==> config.mk <==
export PLATFORM = sky130hd
export DESIGN_NAME = soc_sysid_timeout
export DESIGN_NICKNAME = d
export VERILOG_FILES = /design/src/rtl/soc_sysid_pkg.sv /design/src/rtl/soc_sysid_timeout.sv
export SDC_FILE = /design/constraint.sdc
export NUM_CORES = 1
export LEC_CHECK = 0
export CORE_ASPECT_RATIO = 1.5
export CORE_MARGIN = 2
export CORE_UTILIZATION = 40
export CTS_BUF_LIST = sky130_fd_sc_hd__clkbuf_4 sky130_fd_sc_hd__clkbuf_8
export CTS_CLUSTER_SIZE = 28
export DETAILED_ROUTE_END_ITERATION = 10
export GPL_TIMING_DRIVEN = 0
export PLACE_DENSITY = 0.56
export SLEW_MARGIN = 20
export SYNTH_ARGS = -nofsm -noshare
export SYNTH_HDL_FRONTEND = slang
export SYNTH_SLANG_ARGS = --single-unit
==> constraint.sdc <==
create_clock -name clock -period 1.5 [get_ports clock]
set_input_delay 0.15 -clock clock [delete_from_list [all_inputs] [get_ports clock]]
set_output_delay 0.15 -clock clock [all_outputs]
set_load 0.02 [all_outputs]
==> src/rtl/soc_sysid_pkg.sv <==
// Shared types and constants for the sysid checker: state encoding, slave word
// addresses and the default expected ID/timestamp words.
package soc_sysid_pkg;

   typedef enum logic [2:0] {
      ST_IDLE    = 3'd0,
      ST_REQ_ID  = 3'd1,
      ST_WAIT_ID = 3'd2,
      ST_REQ_TS  = 3'd3,
      ST_WAIT_TS = 3'd4,
      ST_FINISH  = 3'd5
   } sysid_state_e;

   localparam logic        SYSID_ADDR_ID    = 1'b0;
   localparam logic        SYSID_ADDR_TS    = 1'b1;
   localparam logic [31:0] SYSID_EXP_ID_DEF = 32'h0100_0001;
   localparam logic [31:0] SYSID_EXP_TS_DEF = 32'h5819_CCF5;
   localparam int unsigned SYSID_TMO_W      = 16;

endpackage

==> src/rtl/soc_sysid_timeout.sv <==
// Per-transaction cycle counter: cleared on request entry, counts while a read is
// outstanding, flags expiry on the last allowed cycle.
module soc_sysid_timeout
   import soc_sysid_pkg::*;
#(
   parameter int unsigned LIMIT = 256
) (
   input  logic clock,
   input  logic reset_n,
   input  logic clear,
   input  logic enable,
   output logic expired
);

   logic [SYSID_TMO_W-1:0] count;

   always_ff @(posedge clock) begin
      if (!reset_n) begin
         count <= '0;
      end else if (clear) begin
         count <= '0;
      end else if (enable) begin
         count <= count + 1'b1;
      end
   end

   assign expired = enable && (count == SYSID_TMO_W'(LIMIT - 1));

endmodule

* Word level (Yosys, flattened, before mapping)
Cells that the tools add are included.
** Storage, ports and cells
- Bits in registers :: 16
- Input bits :: 4
- Output and inout bits :: 1
- Word-level logic and storage cells :: 6
** Cells by class
- Add/subtract/negate cells :: 1
- Eq/ne operators :: 1
- Bitwise logic cells :: 1
- Reductions and logical operators :: 2
** Operators by type and width (number)
- 16-bit by 1-bit adder with 16-bit output, second input constant :: 1
- 16-bit by 8-bit == test with 1-bit output, second input constant :: 1
- 2-bit OR reduction :: 1
- 1-bit logical AND :: 1
- 1-bit inverter :: 1

* Depth between registers and ports, before layout
- Depth after elaboration :: 2
- Mapped depth :: 5
- Mapped depth without buffers :: 5

* Least setup slack after synthesis
Ideal clock, no wire load.
- Path kind :: reg-to-output
- From :: reg count[0]
- To :: out expired
- Arrival :: 1280 ps
- Setup slack :: 70 ps
- Cell stages (with the launch flop) :: 5
- Path buffers :: 0
- Path through :: dfxtp_1 > ha_1 > and4_1 > nand3_1 > nor2_1
** On the way
- Longest elaborated chain between the ends :: 2
** RTL lines
- from (decl) :: line soc_sysid_timeout.sv:15 : logic [SYSID_TMO_W-1:0] count;
- from (signal assigned) :: line soc_sysid_timeout.sv:23 : count <= count + 1'b1;
- 16-bit by 8-bit == test with 1-bit output :: line soc_sysid_timeout.sv:27 : assign expired = enable && (count == SYSID_TMO_W'(LIMIT - 1));
- 1-bit logical AND :: line soc_sysid_timeout.sv:27
- to (decl) :: line soc_sysid_timeout.sv:12 : output logic expired
Every way passes these cells.

* Worst setup path in the final report
Ends and elaborated chain as after synthesis.

==> qor.yml <==
run_status:
  status: "finished with violations"
  violations: "negative setup slack"
detailed_routing:
  via_count: 610
  route.detailed.drc: 0
  drt_iter0_drc: 11
  vias_per_cell: 5.21
  routedWlPerCell_um: 13.1
  first_pass_iters: 2
  ant_nets: 0
  drt-total-wl_um: 1530
place:
  globalplace.congestion: 0.699
  dp_slack_ns: -0.491
  io_buffers: 3
  hpwl_um: 1040
logic_synthesis:
  synth_common_cells: "nor2_1 (17), dfxtp_1 (16), xor2_1 (8)"
  muxShareOfSynthArea_pct: 4.45
  ys_seq_area_share_pct: 40.7
  synth_edf_count: 0
  synth_fa_ha_area_share_pct: 1.59
  synth-seq-cells: 16
  synth-simple-area-share_pct: 35.1
  synth_most_common_cell: "nor2_1"
  avgSynthCellArea_um2: 9.26
  synth_xor_area_share_pct: 13.4
  async_flop_share_pct: 0
  synth_compound_gate_area_share_pct: 2.23
  synth.cell_area_um2: 787
  yosysWarnings: 0
  synthFlopType: "dfxtp_1"
  synth_cell_type_count: 26
  synth_nets: 90
  synth_cells: 85
  synthTopCellsByArea: "dfxtp_1 (41%), xor2_1 (8.9%), nor2_1 (8.1%)"
  synth_top_family_by_area: "simple AND/OR/NAND/NOR gates"
  synth_area_leader_cell: "dfxtp_1"
  synth_top_area_share_pct: 40.7
clock_tree:
  cts.htree.levels: 1
  cts_buffers: 3
  cts-root-buf: "clkbuf_4"
  clk_latency_ns: 0.29
  clkTransAtPathRegs_ns: 0.10
  cts_tree: "built"
  clock_sinks: 16
  hold_buffers: 0
  clk_path_buf_depth: 2
global_route:
  grtUsageMet2_pct: 27.4
  grt_antenna_before_repair: 0
  use_met1_pct: 20.5
  grtUsageTotal_pct: 17.0
  grt_max_degree: 11
  grt_pass1_wl_um: 2710
  first_global_vias: 585
  global_route.usage.met3_pct: 2.26
  overflow: 0
  gr-max-usage-layer: "met2"
setup_path:
  crit_required_ns: 1.35
  worstSetupPathType: "register to primary output"
  critical_path_arrival_ns: 1.35
  cp-end-kind: "primary output"
  r2r_cells: 5
  worst-path-max-fanout: 2
  cp-start-kind: "register"
layout:
  largest_register: "count"
  reg_top3: "count x16"
  nets: 102
  drive_gt1_share_pct: 28.1
  n_antenna_cell: 0
  area_growth_pct: 20.7
  largest_reg_flops: 16
floorplan:
  coreArea_um2: 1850
  initial_core_util_pct: 42.4
  die_width_um: 40.2
  fp.dieH_um: 58.3
  pin_count: 5
  die_area_um2: 2350
  core.rowCount: 19
job:
  maxCapViolCount: 0
sta:
  slew_headroom_pct: 67.0
  grt_setup_unrepaired: "true"
  finalWorstSetupSlack_ns: -0.00487
  setup-violations-final: 1
  min_period_ns: 1.50
  worst_slew_pin_slew_ns: 0.495
  drv_slew: 0
  finalCritPeriodShare_pct: 100
  fin_skew_ns: 0.00474
  finalHoldViolCount: 0
  max_freq_mhz: 665
power:
  cellPowerDensity_nw_per_um2: 791
  finalPower_uw: 751
  ir_drop_uv: 563
  leakagePower_uw: 0.000372
worst_hold_path:
  holdPathStages: 3
  holdCritPathClass: "input pin to register"
==> stage by stage <==
stage	hold slack, ns	cell area, um2	instances	setup TNS [ns]	utilization (%)
5_1_grt	0.166	950	117	-0.0540	51.2
2_1_floorplan	0.359	787	85	0	-
3_3_place_gp	0.451	843	109	-0.978	45.5
6_report	0.159	950	117	-0.00487	51.2
3_5_place_dp	0.452	843	109	-0.991	45.5
4_1_cts	0.147	935	116	0	50.4
==> cells in the final DEF, fill, tap and decap left out, drive strengths merged <==
cell,instances
nand2,5
and3,2
clkbuf,5
xor2,8
mux2,1
mux2i,2
and2,1
nand3,4
clkdlybuf4s50,2
a41o,1
a31oi,1
buf,7
nor2,18
ha,1
dfxtp,16
nor2b,1
nor4,2
nor3,2
nand4,9
and4,2
nand2b,2
xnor2,4
==> critical path, cell delays in order, from the launching register on <==
cell and delay, ns:
dfxtp_4 0.37, ha_4 0.13, and4_4 0.23, nand3_4 0.07, nor2_1 0.11, buf_4 0.14
==> logic make-up after synthesis <==
family                   Yosys count
adder cells (fa/ha/maj)            1
XOR/XNOR                          12
AND/OR/NAND/NOR                   48
multiplexers                       3
flip-flops                        16
buffers and inverters              3
AO/OA/AOI/OAI                      2
==> area by class of cell <==
| class | count | area [um2] |
|---|---|---|
| plain buffers | 2 | 15.0 |
| multi-input cells | 66 | 474 |
| repair buffers | 8 | 65.1 |
| fillers | 187 | 905 |
| flip-flops and latches | 16 | 333 |
| clock buffers | 4 | 36.3 |
| well taps | 21 | 26.3 |
==> final timing paths <==
path              from   endpoint  slack [ns]
max reg2reg   count[1]  count[13]        0.16
min reg2reg  count[14]  count[14]        0.52
min             enable   count[1]        0.16
max           count[0]    expired      -0.005
==> where the power goes <==
group / switching (uW) / total (uW) / internal, uW
clock network: 140 / 288 / 148
logic: 19.4 / 36.3 / 16.9
registers: 2.10 / 426 / 424
==> layer usage <==
layer | vias up | wire length, um
met5 | - | 0
met3 | 5 | 31
met4 | 0 | 45
met1 | 277 | 654
li1 | 320 | -
met2 | 8 | 797
==> repair_timing <==
action	4_1_cts	5_1_grt
gates resized for setup	18	1
buffers inserted	4	1
pin swaps	3	2
setup endpoints to repair	1	1
(Power assumes the default switching activity.)
